$ cat src/rtl/ball_pkg.sv
`default_nettype none
`timescale 1ns/1ps
// ============================================================================
//  Module   : ball_pkg
//  Purpose  : Shared types and defaults for the ball motion controller.
//  Revision : 1.0  initial release
// ============================================================================
package ball_pkg;

    localparam int C_H_RES_DEF = 640;
    localparam int C_V_RES_DEF = 480;
    localparam int C_COORD_W   = 10;

    typedef logic [C_COORD_W-1:0]      coord_t;
    typedef logic signed [C_COORD_W:0] coord_s_t;

    typedef enum logic [2:0] {
        ST_IDLE   = 3'd0,
        ST_LOAD   = 3'd1,
        ST_CALC   = 3'd2,
        ST_WRITE  = 3'd3,
        ST_COMMIT = 3'd4
    } state_t;

endpackage
`default_nettype wire

$ cat src/rtl/ball_axis_step.sv
`default_nettype none
`timescale 1ns/1ps
// ============================================================================
//  Module   : ball_axis_step
//  Purpose  : Combinational one-axis move with edge clamp and bounce.
//  Revision : 1.0  initial release
// ============================================================================
module ball_axis_step
    import ball_pkg::*;
#(
    parameter int RADIUS = 40
) (
    input  coord_t     pos,
    input  logic       dir,
    input  logic [3:0] speed,
    input  coord_t     limit,
    output coord_t     new_pos,
    output logic       new_dir,
    output logic       bounce
);

    coord_s_t w_next;
    coord_s_t w_hi;
    coord_s_t w_lo;
    coord_s_t w_clamp_hi;

    // dir = 0 moves toward larger coordinates, dir = 1 toward smaller
    always_comb begin
        w_hi       = $signed({1'b0, limit}) - coord_s_t'(RADIUS);
        w_lo       = coord_s_t'(RADIUS);
        w_clamp_hi = w_hi - 11'sd1;
        if (dir) begin
            w_next = $signed({1'b0, pos}) - $signed({7'd0, speed});
        end else begin
            w_next = $signed({1'b0, pos}) + $signed({7'd0, speed});
        end
        new_pos = w_next[9:0];
        new_dir = dir;
        bounce  = 1'b0;
        if (w_next >= w_hi) begin
            new_pos = w_clamp_hi[9:0];
            new_dir = 1'b1;
            bounce  = 1'b1;
        end else if (w_next < w_lo) begin
            new_pos = w_lo[9:0];
            new_dir = 1'b0;
            bounce  = 1'b1;
        end
    end

endmodule
`default_nettype wire

$ cat src/rtl/ball_motion_ctrl.sv
`default_nettype none
`timescale 1ns/1ps
// ============================================================================
//  Module   : ball_motion_ctrl
//  Purpose  : Per-frame sequenced motion update for NUM_BALLS sprites with
//             atomic publication of all positions.
//  Revision : 1.0  initial release
// ============================================================================
module ball_motion_ctrl
    import ball_pkg::*;
#(
    parameter int NUM_BALLS     = 2,
    parameter int H_RES         = C_H_RES_DEF,
    parameter int V_RES         = C_V_RES_DEF,
    parameter int RADIUS        = 40,
    parameter int INIT_X        = 320,
    parameter int INIT_Y        = 200,
    parameter int SPACING       = 100,
    parameter int VS_ACTIVE_LOW = 1
) (
    input  logic                   clk,
    input  logic                   rst_n,
    input  logic                   v_sync,
    input  logic                   run,
    input  logic                   step,
    input  logic [3:0]             speed,
    output logic [10*NUM_BALLS-1:0] ball_x,
    output logic [10*NUM_BALLS-1:0] ball_y,
    output logic                   busy,
    output logic                   frame_done,
    output logic [NUM_BALLS-1:0]   edge_hit,
    output logic                   overrun
);

    localparam int                 c_idx_w   = (NUM_BALLS > 1) ? $clog2(NUM_BALLS) : 1;
    localparam logic [c_idx_w-1:0] c_last    = c_idx_w'(NUM_BALLS - 1);
    localparam coord_t             c_h_lim   = coord_t'(H_RES);
    localparam coord_t             c_v_lim   = coord_t'(V_RES);
    localparam logic               c_vs_idle = (VS_ACTIVE_LOW != 0);

    logic                   r_vs_meta, r_vs_sync, r_vs_prev, r_tick;
    logic                   w_vs_act, w_vs_prev_act;
    state_t                 r_state;
    logic [c_idx_w-1:0]     r_idx;
    coord_t                 r_work_x [NUM_BALLS];
    coord_t                 r_work_y [NUM_BALLS];
    logic [NUM_BALLS-1:0]   r_dir_x, r_dir_y;
    coord_t                 r_cur_x, r_cur_y;
    logic                   r_cur_dx, r_cur_dy;
    logic [3:0]             r_speed;
    coord_t                 r_nx, r_ny;
    logic                   r_ndx, r_ndy, r_bounce;
    logic [NUM_BALLS-1:0]   r_hit_acc;
    logic                   r_step_armed;
    logic [10*NUM_BALLS-1:0] r_ball_x, r_ball_y;
    logic                   r_busy, r_frame_done, r_overrun;
    logic [NUM_BALLS-1:0]   r_edge_hit;

    coord_t                 w_nx, w_ny;
    logic                   w_ndx, w_ndy, w_bx, w_by;
    logic [NUM_BALLS-1:0]   w_hit_now;

    assign w_vs_act      = c_vs_idle ? ~r_vs_sync : r_vs_sync;
    assign w_vs_prev_act = c_vs_idle ? ~r_vs_prev : r_vs_prev;
    assign w_hit_now     = NUM_BALLS'(r_bounce) << r_idx;

    ball_axis_step #(.RADIUS(RADIUS)) u_step_x (
        .pos     (r_cur_x),
        .dir     (r_cur_dx),
        .speed   (r_speed),
        .limit   (c_h_lim),
        .new_pos (w_nx),
        .new_dir (w_ndx),
        .bounce  (w_bx)
    );

    ball_axis_step #(.RADIUS(RADIUS)) u_step_y (
        .pos     (r_cur_y),
        .dir     (r_cur_dy),
        .speed   (r_speed),
        .limit   (c_v_lim),
        .new_pos (w_ny),
        .new_dir (w_ndy),
        .bounce  (w_by)
    );

    always_ff @(posedge clk) begin
        if (!rst_n) begin
            r_vs_meta    <= c_vs_idle;
            r_vs_sync    <= c_vs_idle;
            r_vs_prev    <= c_vs_idle;
            r_tick       <= 1'b0;
            r_state      <= ST_IDLE;
            r_idx        <= '0;
            r_cur_x      <= '0;
            r_cur_y      <= '0;
            r_cur_dx     <= 1'b0;
            r_cur_dy     <= 1'b0;
            r_speed      <= '0;
            r_nx         <= '0;
            r_ny         <= '0;
            r_ndx        <= 1'b0;
            r_ndy        <= 1'b0;
            r_bounce     <= 1'b0;
            r_hit_acc    <= '0;
            r_step_armed <= 1'b0;
            r_busy       <= 1'b0;
            r_frame_done <= 1'b0;
            r_edge_hit   <= '0;
            r_overrun    <= 1'b0;
            for (int i = 0; i < NUM_BALLS; i++) begin
                r_work_x[i]          <= coord_t'(INIT_X + i * SPACING);
                r_work_y[i]          <= coord_t'(INIT_Y);
                r_ball_x[10*i +: 10] <= coord_t'(INIT_X + i * SPACING);
                r_ball_y[10*i +: 10] <= coord_t'(INIT_Y);
                r_dir_x[i]           <= 1'((i % 2) != 0);
                r_dir_y[i]           <= 1'b0;
            end
        end else begin
            r_vs_meta    <= v_sync;
            r_vs_sync    <= r_vs_meta;
            r_vs_prev    <= r_vs_sync;
            r_tick       <= w_vs_act & ~w_vs_prev_act;
            r_frame_done <= 1'b0;
            r_edge_hit   <= '0;

            if (step && !run) begin
                r_step_armed <= 1'b1;
            end
            if (r_tick && (r_state != ST_IDLE)) begin
                r_overrun <= 1'b1;
            end

            case (r_state)
                ST_IDLE: begin
                    if (r_tick && (run || r_step_armed)) begin
                        r_state      <= ST_LOAD;
                        r_idx        <= '0;
                        r_busy       <= 1'b1;
                        r_hit_acc    <= '0;
                        r_step_armed <= 1'b0;
                    end
                end
                ST_LOAD: begin
                    r_cur_x  <= r_work_x[r_idx];
                    r_cur_y  <= r_work_y[r_idx];
                    r_cur_dx <= r_dir_x[r_idx];
                    r_cur_dy <= r_dir_y[r_idx];
                    r_speed  <= speed;
                    r_state  <= ST_CALC;
                end
                ST_CALC: begin
                    r_nx     <= w_nx;
                    r_ny     <= w_ny;
                    r_ndx    <= w_ndx;
                    r_ndy    <= w_ndy;
                    r_bounce <= w_bx | w_by;
                    r_state  <= ST_WRITE;
                end
                ST_WRITE: begin
                    r_work_x[r_idx] <= r_nx;
                    r_work_y[r_idx] <= r_ny;
                    r_dir_x[r_idx]  <= r_ndx;
                    r_dir_y[r_idx]  <= r_ndy;
                    if (r_idx == c_last) begin
                        // Publish on the edge into COMMIT so the pulses and the
                        // new positions appear in the same cycle.
                        for (int j = 0; j < NUM_BALLS - 1; j++) begin
                            r_ball_x[10*j +: 10] <= r_work_x[j];
                            r_ball_y[10*j +: 10] <= r_work_y[j];
                        end
                        r_ball_x[10*(NUM_BALLS-1) +: 10] <= r_nx;
                        r_ball_y[10*(NUM_BALLS-1) +: 10] <= r_ny;
                        r_edge_hit   <= r_hit_acc | w_hit_now;
                        r_frame_done <= 1'b1;
                        r_state      <= ST_COMMIT;
                    end else begin
                        r_hit_acc <= r_hit_acc | w_hit_now;
                        r_idx     <= r_idx + 1'b1;
                        r_state   <= ST_LOAD;
                    end
                end
                ST_COMMIT: begin
                    r_busy  <= 1'b0;
                    r_state <= ST_IDLE;
                end
                default: begin
                    r_busy  <= 1'b0;
                    r_state <= ST_IDLE;
                end
            endcase
        end
    end

    assign ball_x     = r_ball_x;
    assign ball_y     = r_ball_y;
    assign busy       = r_busy;
    assign frame_done = r_frame_done;
    assign edge_hit   = r_edge_hit;
    assign overrun    = r_overrun;

endmodule
`default_nettype wire

$ cat config.mk
export PLATFORM = sky130hd
export DESIGN_NAME = ball_motion_ctrl
export DESIGN_NICKNAME = d
export VERILOG_FILES = /design/src/rtl/ball_pkg.sv /design/src/rtl/ball_axis_step.sv /design/src/rtl/ball_motion_ctrl.sv
export SDC_FILE = /design/constraint.sdc
export NUM_CORES = 1
export LEC_CHECK = 0
export ABC_AREA = 1
export BUFFER_PORTS_ARGS = -buffer_cell sky130_fd_sc_hd__buf_2
export CORE_MARGIN = 3
export CORE_UTILIZATION = 25
export CTS_CLUSTER_SIZE = 40
export DETAILED_ROUTE_END_ITERATION = 8
export GPL_ROUTABILITY_DRIVEN = 1
export PLACE_DENSITY = 0.5
export SLEW_MARGIN = 15
export SYNTH_ARGS = -nofsm -noshare
export SYNTH_HDL_FRONTEND = slang
export SYNTH_SLANG_ARGS = --single-unit
$ cat constraint.sdc
create_clock -name clk -period 5.25 [get_ports clk]
set_input_delay 0.7875 -clock clk [delete_from_list [all_inputs] [get_ports clk]]
set_output_delay 0.7875 -clock clk [all_outputs]
set_load 0.02 [all_outputs]
Word level (Yosys, flattened, before mapping)
Memory sizes are Yosys's and may differ from the RTL's. A register that Yosys moved wholly into a read port is not among the register bits.
Cells that the tools add are included.
{"block": "totals", "regBits": 89, "ramBits": 40, "input_bits": 9, "out_inout_bits": 45, "word_cells": 117, "n_memories": 2}
{"memory": "r_work_x", "depth": 2, "width": 10, "rd": 2, "rd_ports_with_merged_regs": 2, "wr": 2, "line": "ball_motion_ctrl.sv:45", "text": "coord_t r_work_x [NUM_BALLS];"}
{"memory": "r_work_y", "depth": 2, "width": 10, "rd": 2, "rd_ports_with_merged_regs": 2, "wr": 2, "line": "ball_motion_ctrl.sv:46", "text": "coord_t r_work_y [NUM_BALLS];"}
{"block": "classes", "n_addsub": 5, "magnitude_cmp": 6, "eq_ne": 5, "shift": 1, "n_mux": 47, "bitwise": 5, "n_reduce_logical": 22}
{"cell": "10-bit two-way mux", "count": 6}
{"cell": "1-bit two-way mux", "count": 28}
{"cell": "10-bit by 4-bit adder with 11-bit output", "count": 2}
{"cell": "11-bit by 7-bit < comparator with 1-bit output, second input constant", "count": 2}
{"cell": "11-bit two-way mux", "count": 2}
{"cell": "10-bit by 4-bit subtractor with 11-bit output", "count": 2}
{"cell": "10-bit OR reduction", "count": 2}
{"cell": "3-bit one-hot mux with 4 select lines", "count": 1}
{"cell": "11-bit by 10-bit >= comparator with 1-bit output, second input constant", "count": 1}
{"cell": "11-bit >= comparator, second input constant", "count": 1}
{"cell": "2-bit AND reduction", "count": 4}
{"cell": "3-bit by 2-bit == test with 1-bit output, second input constant", "count": 2}
{"cell": "3-bit two-way mux", "count": 2}
{"cell": "3-bit AND reduction", "count": 2}
{"cell": "1-bit logical NOT", "count": 5}
{"cell": "2-bit bitwise mux", "count": 2}
{"cell": "1-bit logical AND", "count": 4}
{"cell": "2-bit two-way mux", "count": 2}
{"cell": "2-bit inequality test, second input constant", "count": 2}
{"cell": "1-bit one-hot mux with 2 select lines", "count": 2}
{"cell": "2-bit one-hot mux with 2 select lines", "count": 1}
{"cell": "3-bit by 1-bit == test with 1-bit output, second input constant", "count": 1}
{"cell": "3-bit logical NOT", "count": 1}
{"cell": "3-bit nonzero test", "count": 1}
{"cell": "other kinds (12)", "count": 13}

Logic depth before layout (Yosys ltp)
Gate-level depths: netlist of the first run.
{"block": "logic_depth", "word_depth": 6, "mapped_depth": 21, "mapped_depth_nobuf": 21}

Hierarchy
From an unflattened synthesis of the first run, not the netlist that was laid out.
{"block": "hier_totals", "cells_unflattened": 1160, "area_unflattened_um2": 8589.5}
{"mod": "ball_motion_ctrl", "n_inst": 1, "cells_each": 627, "area_per_inst_um2": 5489.0, "seq_area_each_um2": 3383.2}
{"mod": "ball_axis_step (u_step_y)", "n_inst": 1, "cells_each": 266, "area_per_inst_um2": 1554.0, "seq_area_each_um2": 0.0}
{"mod": "ball_axis_step (u_step_x)", "n_inst": 1, "cells_each": 267, "area_per_inst_um2": 1546.5, "seq_area_each_um2": 0.0}

Worst setup path after synthesis of the first run
No wires, ideal clock.
{"block": "synth_timing", "path_kind": "reg-to-reg", "start": "register r_speed[0]", "end": "register r_ny[7]", "setup_time_ps": 109, "arrival_time_ps": 2366, "t_required_ps": 5141, "slack_ps": 2775, "stages_incl_launch_ff": 20, "path_buffers": 0, "synth_period_minus_slack_ps": 2475, "path_cell_list": "dfxtp_1 -> inv_1 -> ha_1 -> inv_1 -> o21ai_0 -> fa_1 -> inv_1 -> nand3_1 -> nand2_2 -> nand2_2 -> nand2_2 -> nand2_2 -> nand2_2 -> nor2_2 -> nand2_2 -> nand2_2 -> a21oi_4 -> o21ai_1 -> nand2_1 -> inv_1"}
{"block": "synth_via", "elab_chain_cells": 5, "word_cells_on_any_way": 7, "classes_between": "add/sub (2); order compare (2); mux (3)"}
{"element": "from (decl)", "line": "ball_motion_ctrl.sv:50", "text": "logic [3:0] r_speed;"}
{"element": "from (signal assigned)", "line": "ball_motion_ctrl.sv:149", "text": "r_speed <= speed;"}
{"element": "10-bit by 4-bit adder with 11-bit output or 10-bit by 4-bit subtractor with 11-bit output (tied branches)", "line": "ball_axis_step.sv:35, ball_axis_step.sv:33"}
{"element": "11-bit two-way mux *", "line": "ball_axis_step.sv:32", "text": "if (dir) begin"}
{"element": "11-bit by 7-bit < comparator with 1-bit output", "line": "ball_axis_step.sv:44", "text": "end else if (w_next < w_lo) begin"}
{"element": "10-bit two-way mux", "line": "ball_axis_step.sv:44"}
{"element": "10-bit two-way mux *", "line": "ball_axis_step.sv:40", "text": "if (w_next >= w_hi) begin"}
{"element": "to (signal assigned)", "line": "ball_motion_ctrl.sv:154", "text": "r_ny <= w_ny;"}
{"element": "to (decl)", "line": "ball_motion_ctrl.sv:51", "text": "coord_t r_nx, r_ny;"}
Every way passes the cells marked *; elsewhere a longest branch is shown, timed or not.
A chain may end at the register's enable or synchronous reset.

Worst setup path in the final report of the first run
Ends and elaborated chain as after synthesis.

==> results of run 1 <==
[registers in the layout, summed over array words and instances, names as in the netlist, 2 cells and up]
register	cells
r_state	3
edge_hit	2
r_work_x	20
r_hit_acc	2
r_speed	4
r_dir_y	2
r_nx	10
ball_x	20
r_cur_y	10
r_dir_x	2
ball_y	20
r_work_y	20
r_cur_x	10
r_ny	10
[layout by cell type (no fill, tap or decap), types with 3 or more instances in the layout]
cell type / synthesis / final
nand2_1: 175 / 175
inv_1: 128 / 128
dfxtp_1: 109 / 109
nor2_1: 103 / 103
buf_2: 5 / 53
o21ai_0: 51 / 51
a211oi_1: 45 / 45
a21oi_1: 44 / 44
edfxtp_1: 40 / 40
nand3_1: 36 / 36
ha_1: 23 / 23
clkbuf_16: 0 / 18
nand2_2: 15 / 15
nand4_1: 10 / 10
inv_2: 9 / 9
o21ai_1: 9 / 9
o21a_1: 9 / 9
nand3b_1: 7 / 7
buf_4: 1 / 5
nor2_2: 4 / 4
nor3_1: 3 / 3
or2_2: 3 / 3
o21bai_1: 3 / 3
clkbuf_1: 20 / 3
[cell families (layout without fill, tap and decap cells)]
group / Yosys count / after routing / share of synthesized area [%]
fa+ha+maj: 25 / 25 / 4.76
compound gates: 168 / 168 / 14.6
xor+xnor: 3 / 3 / 0.381
simple gates: 358 / 358 / 21.9
flops: 149 / 149 / 49.1
buf+inv: 166 / 228 / 9.19
[layer usage]
| metal | wire, um | vias to the layer above | GRT usage [%] |
|---|---|---|---|
| li1 | - | 2925 | - |
| met1 | 8430 | 2665 | 15.6 |
| met2 | 8230 | 53 | 20.4 |
| met3 | 364 | 13 | 2.24 |
| met4 | 168 | 0 | 2.46 |
| met5 | 0 | - | 0 |
[power by group through the flow]
stage               combinational, mW  clock [mW]  sequential [mW]
floorplan                        1.25           0             1.29
global route                     1.84        1.28             1.29
detailed placement               1.58           0             1.31
global placement                 1.57           0             1.31
finish                           1.57        1.21             1.28
CTS                              1.59        1.23             1.28
[stage by stage]
step                      std cells  setup slack (ns)  hold slack (ns)  power (mW)
after floorplan                 869              2.78            0.392        2.54
after global placement         1239              1.96            0.394        2.88
after global routing           1272              1.90            0.428        4.41
final                          1272              2.24            0.413        4.06
after CTS                      1271              2.24            0.418        4.09
after detailed placement       1239              1.88            0.405        2.88
[layout make-up]
type / instances / area [um^2]
flip-flops and latches: 149 / 3380
repair buffers: 59 / 318
multi-input cells: 554 / 2880
inverters: 137 / 514
fillers: 2941 / 18900
clock inverters: 11 / 124
clock buffers: 21 / 462
well taps: 341 / 427
[critical path, cell delays in order, from the launching register on]
cell	delay [ns]
dfxtp_1	0.37
nor3_1	0.27
ha_1	0.29
o21ai_0	0.25
ha_1	0.37
nand2_2	0.16
inv_2	0.03
nand2_1	0.12
nand3_1	0.12
nand2_1	0.09
nand2_2	0.07
nand2_1	0.06
nand2_1	0.06
nand2_2	0.07
nand2_2	0.07
a21oi_4	0.25
o21ai_1	0.15
nand2_1	0.08
inv_1	0.04
[worst min-delay path by stage]
stage,endpoint,slack [ns]
2_1_floorplan,r_tick,0.39
6_report,r_tick,0.41
3_5_place_dp,r_tick,0.40
3_3_place_gp,r_vs_sync,0.39
5_1_grt,r_tick,0.43
4_1_cts,r_tick,0.42
==> summary.md, run 1 <==
| Metric | Value |
|---|---|
| Final instance area | `8100 um^2` |
| F_max | `0.332 GHz` |
| Final Hold Viols | `0` |
| Vias per inst | `4.45` |
| First-pass GRT wire length | `27900 um` |
| Port buffer count | `53` |
| Final HPWL DP | `12800 um` |
| Psw | `1.58 mW` |
| Startpoint Class | `flop` |
| Starting density of the core | `25.5%` |
| Critical Path Sink | `r_ny[7]` |
| DRC violations left | `0` |
| Crit path launch | `r_speed[0]` |
| Sw Share | `38.9%` |
| Max Cap Violations | `0` |
| Syn Nets | `903` |
| P_leak | `3.42 nW` |
| DP Area | `7500 um^2` |
| Routed Antenna Nets | `0` |
| Top-count cell post-synth | `nand2_1` |
| Synth area leaders | `dfxtp_1, edfxtp_1, nand2_1` |
| # IOs | `54` |
| Status | `completed` |
| Most frequent cells after synthesis | `nand2_1, inv_1, dfxtp_1, nor2_1, o21ai_0` |
| FF-to-FF path depth | `18` |
| Setup violators final | `0` |
| Final min period | `3.01 ns` |
| Worst skew pair latency | `0.42 ns` |
| Fin Clk Skew | `0.0128 ns` |
| CTS tree | `yes` |
| Yosys top cell area share | `31.7%` |
| Area Overhead vs Synth | `17.6%` |
| Reg2reg setup slack | `2.24 ns` |
| Post-synthesis cell area | `6890 um^2` |
| Resized Gates After CTS | `0` |
| Synth area leader | `dfxtp_1` |
| Arr. time, crit path | `3.32 ns` |
| Gr ovfl total | `0` |
| Main flop type after synthesis | `dfxtp_1` |
| Mean area per synthesized cell | `7.93 um^2` |
| Fin util | `30.0%` |
| Reg2reg end | `r_ny[7]` |
| Critical path data required time | `5.56 ns` |
| Row cnt | `60` |
| Total of warnings raised by yosys | `0` |
| Flops & latches, synth | `149` |
| TNS Setup | `0 ns` |
| Pre-antenna DRT Iters | `6` |
| Worst Hold Class | `flop to flop` |
| WL/cell | `13.5 um` |
| Layout Nets | `952` |
| # hold bufs at CTS | `0` |
| Number of synthesized flops with an enable pin | `40` |
| Worst-path clk slew | `0.06 ns` |
| Via count | `5656` |
| Combinational fraction of design power | `38.7%` |
| Initial DRC count | `339` |
| Clock sinks | `149` |
| Clock share of power | `29.8%` |
| Fraction of layout cells with a size suffix above 1 | `13.2%` |
| Hold_sp | `r_vs_prev` |
| Post-synthesis sequential area ratio | `49.1%` |
| Post-CTS setup repair buffer count | `0` |
| Clock buffer depth | `2` |
| Die Footprint | `29600 um^2` |
| Clock Root Buffer | `clkbuf_16` |
| Type of the worst setup path | `flop to flop` |
| Die height | `172 um` |
| Worst Tran Pin Value | `1.11 ns` |
| Inserted Clock Buffers | `17` |
| H-tree depth | `4` |
| Final Slew Violations | `0` |
| Vias in the first global route | `5491` |
| Total GRT Usage | `11.9%` |
| Placer Congestion | `0.808` |
| Cells on Worst Hold Path | `2` |
| Worst VDD drop | `0.000201 V` |
| Die X | `172 um` |
| Post-Syn Instances | `869` |
| CP Max Fanout | `8` |
| Initial antenna violation count | `0` |
| WL final | `17200 um` |
| Largest net degree at the start of global routing | `48` |
| Register share of total power | `31.5%` |
| RSZ-0062 raised after global routing | `false` |
| Worst setup EP type | `flop` |
| RR Startpoint | `r_speed[0]` |
| Synth async-reset ratio | `0%` |
| Int Pwr | `2.48 mW` |
| Yosys cell types | `34` |
| Fin crit share | `57.3%` |
| Pwr dens | `501 nW/um^2` |
| Slew headroom | `26.1%` |
| # diodes | `0` |
| Core area | `27000 um^2` |
(Power assumes the default switching activity.)
==> run 2: changes to the inputs <==
- clock period: 5.25 -> 2.8 ns (I/O delays scaled with it)
==> run 2 against run 1 <==
  * Final area up 4.2%
  * Critical path depth up 1
  * Utilization up 1.2 points
  * Register-to-register slack lost 2.1 ns
  * First-iteration DRC count fell by 13%
  * Clock skew decreased by 0.0035 ns
  * Sequential power grew 88%
  * Clock power up 89%
  * Power up 98%
  * Global-route usage grew 0.37 points
  * Die area unchanged
  * Worst setup slack worse by 2.1 ns
  * Critical path type unchanged
==> summary.md, run 2 (synthesis results as in run 1) <==
| Metric | Value |
|---|---|
| Status | `completed` |
| Slew headroom | `60.8% (+35 points)` |
| Initial antenna violation count | `0 (unchanged)` |
| Pre-antenna DRT Iters | `4 (-2)` |
| Max Cap Violations | `0 (unchanged)` |
| Vias in the first global route | `5432 (-1.1%)` |
| Worst skew pair latency | `0.42 ns (about the same)` |
| # hold bufs at CTS | `0 (unchanged)` |
| WL final | `17900 um (+4.3%)` |
| Worst-path clk slew | `0.06 ns (about the same)` |
| Via count | `5731 (+1.3%)` |
| Hold endpoint | `r_vs_meta` |
| Fin crit share | `94.6% (+37 points)` |
| Hold_sp | `v_sync` |
| Type of the worst setup path | `flop to flop` |
| Die Footprint | `29600 um^2 (unchanged)` |
| Fraction of layout cells with a size suffix above 1 | `19.0% (+5.8 points)` |
| Routed Antenna Nets | `0 (unchanged)` |
| Gr ovfl total | `0 (unchanged)` |
| Fin Clk Skew | `0.00927 ns (-0.00352 ns)` |
| Commonest non-fill, non-tap cell in the layout | `nand2_1` |
| Core area | `27000 um^2 (unchanged)` |
| Die height | `172 um (unchanged)` |
| Final Hold Viols | `0 (unchanged)` |
| Die X | `172 um (unchanged)` |
| Area Overhead vs Synth | `22.5%` |
| Clock sinks | `149 (unchanged)` |
| Port buffer count | `53 (unchanged)` |
| FF-to-FF path depth | `19 (+1)` |
| Clock buffer depth | `2 (unchanged)` |
| First-pass GRT wire length | `28300 um (+1.6%)` |
| WL/cell | `13.9 um (+3.0%)` |
| Critical path data required time | `3.15 ns (-2.41 ns)` |
| RSZ-0062 raised after global routing | `true` |
| # IOs | `54 (unchanged)` |
| F_max | `0.377 GHz (+14%)` |
| Worst Hold Class | `input pin to flop` |
| Met2 Usage GRT | `20.7% (+0.31 points)` |
| TNS Setup | `0 ns (unchanged)` |
| Vias per inst | `4.45 (about the same)` |
| RR Startpoint | `r_speed[1]` |
| Row cnt | `60 (unchanged)` |
| Commonest cells after routing, fill and taps aside | `nand2_1, inv_1, dfxtp_1` |
| # diodes | `0 (unchanged)` |
| CTS tree | `yes` |
| Placed Instances | `1252 (+1.0%)` |
| Pwr dens | `953 nW/um^2 (+90%)` |
| Final min period | `2.65 ns (-0.359 ns)` |
| Setup violators final | `0 (unchanged)` |
| DRC violations left | `0 (unchanged)` |
| CP Max Fanout | `6 (-2)` |
| GR peak layer | `met2` |
| Clock Root Buffer | `clkbuf_16` |
| Starting density of the core | `25.5% (unchanged)` |
| Arr. time, crit path | `3.00 ns (-0.32 ns)` |
| Worst Tran Pin Value | `0.587 ns (-0.519 ns)` |
| Placer Congestion | `0.835 (+3.3%)` |
| Inserted Clock Buffers | `17 (unchanged)` |
| Initial DRC count | `295 (-13%)` |
| Worst VDD drop | `0.000341 V (+69%)` |
| Final HPWL DP | `12600 um (-1.7%)` |
| Reg2reg setup slack | `0.15 ns (-2.09 ns)` |
| Final Slew Violations | `0 (unchanged)` |
| H-tree depth | `4 (unchanged)` |
| Layout Nets | `968 (+1.7%)` |
| Reg2reg end | `r_ny[3]` |
| Met1 GRT Util | `15.9% (+0.28 points)` |
| Startpoint Class | `flop` |
| Cells on Worst Hold Path | `2 (unchanged)` |
| Met3 Usage GRT | `2.79% (+0.55 points)` |
| Total GRT Usage | `12.2% (+0.37 points)` |
| P_leak | `3.54 nW (+3.5%)` |
| Worst setup EP type | `flop` |
| Cell Count, Final, Fillers Out | `1288 (+1.3%)` |
| Largest net degree at the start of global routing | `54 (+13%)` |
## run 2: cell count changes in the layout (fill, tap and decap cells not counted), moves of 7 or more
cell     before  now
ha_1         23   15
o21ai_0      51   44
ha_4          0    7
nand2_2      15   26
nand2_1     175  162
buf_4         5   21
## run 2: how the worst max path moves through the flow
stage                from       to  slack (ns)  cells past startpoint
6_report       r_speed[1]  r_ny[3]        0.15                     19
3_3_place_gp   r_speed[1]  r_ny[1]        0.03                     17
3_5_place_dp   r_speed[1]  r_ny[3]      -0.009                     18
2_1_floorplan  r_speed[0]  r_ny[7]        0.33                     19
5_1_grt        r_speed[1]  r_ny[3]       -0.03                     21
4_1_cts        r_speed[1]  r_nx[1]       0.006                     16
## run 2: timing repair
| action | in CTS | in global routing |
|---|---|---|
| setup endpoints to repair | 3 | 22 |
| gates cloned | 0 | 0 |
| gates resized for setup | 1 | 56 |
| setup buffers | 0 | 4 |
| pin swaps | 0 | 10 |
## run 2: routing by layer
| layer | share of wire, % | vias up | wire length (um) |
|---|---|---|---|
| li1 | - | 2956 | - |
| met1 | 47 | 2686 | 8400 |
| met2 | 49 | 72 | 8720 |
| met3 | 3.3 | 17 | 594 |
| met4 | 1.1 | 0 | 197 |
| met5 | 0 | - | 0 |
## run 2: area by class of cell
class | count | area [um^2]
inverters | 137 | 517
flip-flops and latches | 149 | 3390
multi-input cells | 554 | 3070
well taps | 341 | 427
clock buffers | 23 | 489
fillers | 2903 | 18600
repair buffers | 75 | 443
clock inverters | 9 | 101
## run 2: where the power goes
| part | internal [mW] | switching (mW) | total [mW] | leakage (nW) |
|---|---|---|---|---|
| clock | 1.41 | 0.888 | 2.29 | 0.292 |
| sequential | 2.33 | 0.0837 | 2.41 | 1.25 |
| combinational | 1.20 | 2.13 | 3.34 | 1.99 |
| total | 4.94 | 3.11 | 8.04 | 3.54 |
## run 2: per-stage QoR
stage / hold WS, ns / cell area, um^2 / util, % / worst slack (ns) / total power, mW
floorplan: 0.392 / 6890 / - / 0.325 / 4.76
global placement: 0.396 / 7610 / 28.2 / 0.0324 / 5.46
detailed placement: 0.402 / 7610 / 28.2 / -0.00883 / 5.46
CTS: 0.164 / 8210 / 30.4 / 0.00582 / 7.78
global route: 0.168 / 8440 / 31.2 / -0.0257 / 8.65
finish: 0.183 / 8440 / 31.2 / 0.151 / 8.04
## run 2: critical path, cell delays in order (launching register included)
cell	delay [ns]
dfxtp_4	0.37
inv_1	0.09
ha_4	0.18
xor2_2	0.18
nand2_1	0.06
o21ai_1	0.08
ha_2	0.41
nand2_1	0.10
nor2_2	0.14
nand2_1	0.08
nand3_1	0.07
nand2_1	0.06
nand2_2	0.09
nand2_1	0.08
nand2_2	0.08
nand2_2	0.07
a21oi_4	0.17
buf_4	0.14
nand2_2	0.04
a21oi_2	0.09
